===== src/rtl/mem_stage_ctrl.sv =====
// MEM-stage controller: performs the data-memory access for the EX/MEM instruction
// over a req/ack handshake, stalls upstream while busy and drives the MEM/WB fields.
module mem_stage_ctrl #(
  parameter int TIMEOUT_CYCLES = 16,
  parameter int DATA_W         = 32
) (
  input  logic              clk,
  input  logic              rst,
  input  logic              ex_valid,
  input  logic [1:0]        wb_ctlout,
  input  logic              branch,
  input  logic              memread,
  input  logic              memwrite,
  input  logic [DATA_W-1:0] add_result,
  input  logic              zero,
  input  logic [DATA_W-1:0] alu_result,
  input  logic [DATA_W-1:0] rdata2out,
  input  logic [4:0]        five_bit_muxout,
  output logic              dmem_req,
  output logic              dmem_we,
  output logic [DATA_W-1:0] dmem_addr,
  output logic [DATA_W-1:0] dmem_wdata,
  input  logic              dmem_ack,
  input  logic [DATA_W-1:0] dmem_rdata,
  output logic              stall,
  output logic              pcsrc,
  output logic [DATA_W-1:0] branch_target,
  output logic              wb_valid,
  output logic [1:0]        wb_ctl,
  output logic [DATA_W-1:0] read_data,
  output logic [DATA_W-1:0] mem_alu_result,
  output logic [4:0]        mem_wb_reg,
  output logic              misalign_fault,
  output logic              timeout_fault
);

  // Handshake: dmem_req rises with address/data/we already valid and all four
  // stay constant until the single-cycle dmem_ack pulse; req drops at that edge.

  typedef enum logic {IDLE, ACCESS} state_t;

  localparam int CNT_W = $clog2(TIMEOUT_CYCLES + 1);

  state_t             state;
  logic [CNT_W-1:0]   cnt;
  logic [1:0]         lat_ctl;
  logic [4:0]         lat_reg;
  logic [DATA_W-1:0]  lat_alu;
  logic               lat_load;

  logic memop;
  logic misaligned;
  logic timeout_hit;

  assign memop       = ex_valid & (memread | memwrite);
  assign misaligned  = |alu_result[1:0];
  assign timeout_hit = (cnt == CNT_W'(TIMEOUT_CYCLES - 1));

  always_comb begin
    stall = 1'b0;
    if (state == IDLE) stall = memop & ~misaligned;
    else               stall = ~dmem_ack & ~timeout_hit;
  end

  assign pcsrc         = ex_valid & branch & zero;
  assign branch_target = add_result;

  always_ff @(posedge clk) begin
    if (rst) begin
      state          <= IDLE;
      cnt            <= '0;
      lat_ctl        <= '0;
      lat_reg        <= '0;
      lat_alu        <= '0;
      lat_load       <= 1'b0;
      dmem_req       <= 1'b0;
      dmem_we        <= 1'b0;
      dmem_addr      <= '0;
      dmem_wdata     <= '0;
      wb_valid       <= 1'b0;
      wb_ctl         <= '0;
      read_data      <= '0;
      mem_alu_result <= '0;
      mem_wb_reg     <= '0;
      misalign_fault <= 1'b0;
      timeout_fault  <= 1'b0;
    end else begin
      case (state)
        IDLE: begin
          if (!ex_valid) begin
            wb_valid <= 1'b0;
            wb_ctl   <= '0;
          end else if (!memop) begin
            wb_valid       <= 1'b1;
            wb_ctl         <= wb_ctlout;
            mem_alu_result <= alu_result;
            mem_wb_reg     <= five_bit_muxout;
            read_data      <= '0;
          end else if (misaligned) begin
            misalign_fault <= 1'b1;
            wb_valid       <= 1'b0;
            wb_ctl         <= '0;
          end else begin
            // A store wins when both memread and memwrite are set.
            dmem_req   <= 1'b1;
            dmem_we    <= memwrite;
            dmem_addr  <= alu_result;
            dmem_wdata <= rdata2out;
            lat_ctl    <= wb_ctlout;
            lat_reg    <= five_bit_muxout;
            lat_alu    <= alu_result;
            lat_load   <= ~memwrite;
            cnt        <= '0;
            wb_valid   <= 1'b0;
            wb_ctl     <= '0;
            state      <= ACCESS;
          end
        end
        ACCESS: begin
          if (dmem_ack) begin
            dmem_req       <= 1'b0;
            wb_valid       <= 1'b1;
            wb_ctl         <= lat_ctl;
            read_data      <= lat_load ? dmem_rdata : '0;
            mem_alu_result <= lat_alu;
            mem_wb_reg     <= lat_reg;
            state          <= IDLE;
          end else if (timeout_hit) begin
            dmem_req      <= 1'b0;
            timeout_fault <= 1'b1;
            wb_valid      <= 1'b0;
            wb_ctl        <= '0;
            state         <= IDLE;
          end else begin
            cnt <= cnt + CNT_W'(1);
          end
        end
        default: state <= IDLE;
      endcase
    end
  end

endmodule


===== config.mk =====
export PLATFORM = sky130hd
export DESIGN_NAME = mem_stage_ctrl
export DESIGN_NICKNAME = d
export VERILOG_FILES = /design/src/rtl/mem_stage_ctrl.sv
export SDC_FILE = /design/constraint.sdc
export NUM_CORES = 1
export LEC_CHECK = 0
export ABC_AREA = 1
export CAP_MARGIN = 20
export CORE_MARGIN = 1
export CORE_UTILIZATION = 41
export DETAILED_ROUTE_END_ITERATION = 8
export PLACE_DENSITY = 0.87
export SLEW_MARGIN = 5
export SYNTH_ARGS = -nofsm -noshare
export SYNTH_HDL_FRONTEND = slang
export SYNTH_SLANG_ARGS = --single-unit

===== constraint.sdc =====
create_clock -name clk -period 1.72 [get_ports clk]
set_input_delay 0.172 -clock clk [delete_from_list [all_inputs] [get_ports clk]]
set_output_delay 0.172 -clock clk [all_outputs]
set_load 0.01 [all_outputs]

; ---- Word level (Yosys, flattened, before mapping)
; Cells that the tools add are included.
[word_totals]
regBits = 154
in_bits = 143
word_cells = 85
[classes]
add_sub_neg = 1
eq_ne = 9
muxes = 41
bitwise_logic = 11
n_reduce_logical = 7
[ops]
columns = operator, count
row1 = two-way mux 32 bit, 7
row2 = one-hot mux 32 bit (2 select lines), 2
row3 = two-way mux 5 bit, 8
row4 = one-hot mux 5 bit (2 select lines), 2
row5 = two-way mux 1 bit, 14
row6 = "!= test 2 bit, second input constant", 7
row7 = AND reduction 4 bit, 3
row8 = two-way mux 2 bit, 4
row9 = one-hot mux 1 bit (2 select lines), 3
row10 = AND reduction 3 bit, 2
row11 = "adder 5 x 1 -> 5 bit, second input constant", 1
row12 = AND 1 bit, 5
row13 = "equality test 5 x 4 -> 1 bit, second input constant", 1
row14 = NOT 1 bit, 5
row15 = AND reduction 5 bit, 1
row16 = one-hot mux 2 bit (2 select lines), 1
row17 = "!= test 3 x 2 -> 1 bit, second input constant", 1
row18 = OR reduction 2 bit, 1
row19 = OR 1 bit, 1

; ---- Longest topological paths before layout
[logic_depth]
depth_word = 5
depth_mapped = 10
depth_no_buf = 10

; ---- Worst setup path before layout
; OpenSTA, ideal clock, no wires.
[synth_path]
kind = reg2reg
from = register cnt[0]
to = register cnt[1]
arrival_time_ns = 1.375
required_ns = 1.607
path_slack_ns = 0.232
stages_incl_launch_ff = 11
period_less_slack_ns = 1.488
cell_sequence = dfxtp_1 -> ha_1 -> nand2_1 -> nor2_1 -> ha_1 -> nor2_1 -> nand2_1 -> nand2_2 -> inv_1 -> nor2_1 -> nor2_1
[synth_via]
elab_chain_len = 4
[synth_lines]
columns = item, line
row1 = start: declaration, 45  ; logic [CNT_W-1:0] cnt;
row2 = start signal: assignment, 135  ; cnt <= cnt + CNT_W'(1);
row3 = adder 5 x 1 -> 5 bit, 135
row4 = two-way mux 5 bit, 128  ; end else if (timeout_hit) begin
row5 = two-way mux 5 bit, 120  ; if (dmem_ack) begin
row6 = one-hot mux 5 bit (2 select lines), 88  ; case (state)
; Several ways; a longest one is shown, not always the timed one. The select of a mux whose other input is x is not followed.
; A chain may end at the register's enable or synchronous reset.

; ---- Worst setup path after layout
[layout_path]
from = register cnt[0]
to = output port stall
[layout_via]
elab_chain_len = 4
[layout_lines]
columns = item, line
row1 = equality test 5 x 4 -> 1 bit, 57  ; assign timeout_hit = (cnt == CNT_W'(TIMEOUT_CYCLES - 1));
row2 = NOT 1 bit, 62  ; else stall = ~dmem_ack & ~timeout_hit;
row3 = AND 1 bit, 62
row4 = two-way mux 1 bit, 61  ; if (state == IDLE) stall = memop & ~misaligned;
row5 = end: declaration, 25  ; output logic stall,
; Every way passes these cells.

==> summary.txt <==
Timing
  – Max_slew headroom: 0.621
  – Post-layout min period: 1720 ps
  – Fin worst setup slack: 0.739 ps
  – Clock Skew: 7.99 ps
  – Final Slew Violations: 0
  – Final setup vio count: 0
  – Max frequency: 582 MHz
  – Fin crit share: 1.00
  – Slew @ Worst Pin: 569 ps
  – RSZ-0062 raised after global routing: yes
  – Final Hold Viols: 0

Floorplanning
  – # rows: 45
  – Starting density of the core: 0.423
  – Die Ht: 128 um
  – Die area: 16300 sq um
  – Core box area: 15300 sq um
  – I/O pins: 317
  – Die Wd: 128 um

Clocking
  – Clock buffer depth: 2
  – CTS Buf Count: 17
  – TritonCTS Sinks: 154
  – CTS Root Cell: clkbuf_16
  – Skew-Pair Late Insertion Delay: 420 ps
  – Reg clk slew, reported paths: 60 ps
  – CTS H-Tree Depth: 4
  – Hold_buf cts: 0
  – CTS tree: yes

Place
  – Port bufs: 252
  – HPWL after DPL: 12700 um
  – Gpl congestion: 0.797
  – DP Area: 8970 sq um
  – Post-Place Setup Slack: -162 ps

Worst hold path
  – Hold worst-path end: state
  – Hold WC Path Type: primary input to register
  – WHS Path Cells: 2
  – Hold path startpoint: rst

Power and ir drop
  – Clk pwr share: 0.444
  – Seq pwr share: 0.425
  – Combinational Power Share: 0.131
  – NetSw: 0.00210 W
  – Peak VDD IR: 0.000664 V
  – Overall power: 0.00888 W
  – Int Pwr: 0.00679 W
  – Leak Pwr: 3.97 nW
  – Power Density: 913 nW/um^2
  – Net Sw Frac: 0.236

Setup path
  – Worst Path Required: 1550 ps
  – Top delay family on crit path: flip-flops
  – Delay of the slowest critical-path stage: 340 ps
  – Crit end category: output pin
  – Reg-to-Reg Start: cnt[0]
  – Worst-path fanout max: 2
  – CP startpoint kind: register
  – Worst R2R Setup Slack: 40 ps
  – Critical path type: register to output pin
  – Critical path arrival: 1550 ps
  – CP max stage cell: dfxtp_2
  – R2r worst-path depth: 11
  – Buffers & Inverters on Critical Path: 1
  – Crit path cell chain: ha_4 -> nand2_4 -> nor2_4 -> ha_4 -> nor2_4 -> nand2_2 -> nand2_2 -> buf_6
  – Worst r2r dst: cnt[2]

Yosys
  – #FFs+latches synth: 154
  – Sequential area share after synthesis: 0.476
  – Yosys top cell area share: 0.476
  – Mean Syn Cell Area: 7.48 sq um
  – Top cells by area, synth: dfxtp_1 (48%), nand2_1 (11%), nor2_1 (7.8%)
  – Syn. warnings: 0
  – Syn nets: 1011
  – Synth Instances: 866
  – Post-synthesis cell type count: 31
  – Cell area after synthesis: 6480 sq um
  – Synth area leader: dfxtp_1

Flow run
  – Max cap viols: 0

Global route
  – Initial antenna violation count: 0
  – Largest net degree at the start of global routing: 71
  – Total global routing overflow: 0
  – First-pass GRT wire length: 30100 um
  – Overall Global Routing Usage: 0.235
  – Vias in the first global route: 6152

Drt
  – # DRC: 0
  – Drt wl/cell: 14.5 um
  – Routed vias: 6416
  – WL final: 19000 um
  – Vias per cell: 4.91
  – Final ANT Viol Nets: 0
  – TritonRoute pass-1 iters: 4
  – Initial DRC count: 337

Final layout
  – # diodes: 0
  – Fin util: 0.635
  – Fin nets: 1229
  – Design Area, Final: 9730 sq um
  – Fraction of layout cells with a size suffix above 1: 0.100
  – Synth-to-Final Area Change: 50.2%

Outcome
  – Status: finished clean
[worst max-delay path by stage]
stage                   from      endpoint  cells past startpoint
floorplan             cnt[0]        cnt[1]                     10
global route          cnt[0]         stall                      8
CTS                   cnt[1]         stall                      8
global placement    memwrite  read_data[7]                      7
finish                cnt[0]         stall                      8
detailed placement  memwrite  read_data[7]                      7
[layer usage]
layer / vias up / track usage / wire length, um
li1: 3171 / - / -
met2: 283 / 0.378 / 8740
met1: 2913 / 0.268 / 7560
met4: 0 / 0.136 / 782
met5: - / 0 / 0
met3: 49 / 0.0889 / 1870
[cells by family (layout without fill, tap and decap cells)]
| group | after synthesis | after routing | share of synthesized area |
|---|---|---|---|
| and+or+nand+nor | 381 | 381 | 0.241 |
| DFF | 154 | 154 | 0.476 |
| AOI/OAI and AO/OA | 187 | 187 | 0.157 |
| buffers and inverters | 142 | 372 | 0.122 |
| adders and majority gates | 2 | 2 | 0.00386 |
[cells in the mapped netlist]
| cell | count |
|---|---|
| a21oi_1 | 50 |
| a21oi_2 | 20 |
| a31oi_1 | 3 |
| and3_1 | 1 |
| buf_1 | 2 |
| buf_2 | 17 |
| buf_4 | 40 |
| buf_6 | 8 |
| buf_8 | 2 |
| clkbuf_1 | 20 |
| dfxtp_1 | 154 |
| ha_1 | 2 |
| inv_1 | 50 |
| inv_2 | 2 |
| inv_4 | 1 |
| nand2_1 | 191 |
| nand2_2 | 1 |
| nand2_4 | 3 |
| nand3_1 | 42 |
| nand3_2 | 1 |
| nand3b_1 | 1 |
| nand4_1 | 1 |
| nor2_1 | 134 |
| nor2_2 | 1 |
| nor2_4 | 2 |
| nor2_8 | 1 |
| nor3_1 | 1 |
| nor3b_1 | 1 |
| o21a_1 | 1 |
| o21ai_0 | 77 |
| o21ai_1 | 36 |
[cells in the final DEF (no fill, tap or decap), types with 4 or more instances in the layout]
cell type,count
a21oi_2,21
o21ai_0,77
buf_12,7
buf_4,28
nand3_1,42
dfxtp_1,152
nand2_1,189
inv_1,50
nand2_4,4
o21ai_1,36
nor2_4,4
clkdlybuf4s50_1,250
bufinv_16,4
a21oi_1,49
clkbuf_16,17
nor2_1,131
[power by group through the flow]
stage          Combinational (W)  Sequential, W  Clock (W)
5_1_grt                  0.00127        0.00379    0.00420
6_report                 0.00116        0.00378    0.00394
4_1_cts                  0.00116        0.00378    0.00402
3_5_place_dp             0.00115        0.00385          0
2_1_floorplan           0.000512        0.00391          0
3_3_place_gp             0.00113        0.00385          0
[area by class of cell]
| cell class | instances | area [sq um] |
|---|---|---|
| fill | 1305 | 5590 |
| clock buffer | 20 | 447 |
| multi-input combinational | 570 | 2670 |
| clock inverter | 11 | 169 |
| tap | 211 | 264 |
| sequential | 154 | 3090 |
| inverter | 53 | 204 |
| timing repair buffer | 288 | 2890 |
[metrics by stage]
step | instances | hold slack (ps) | setup TNS [ps]
3_3_place_gp | 1267 | 344 | -3810
5_1_grt | 1307 | 143 | -115
6_report | 1307 | 137 | 0
3_5_place_dp | 1267 | 344 | -6440
4_1_cts | 1308 | 112 | -62.6
2_1_floorplan | 866 | 310 | 0
[what timing repair did]
item,4_1_cts,5_1_grt
pin swaps,9,8
resized for setup,13,11
buffers inserted,10,2
endpoints found under the setup margin,1,48
Note: power is estimated with default switching activity, not from simulation.
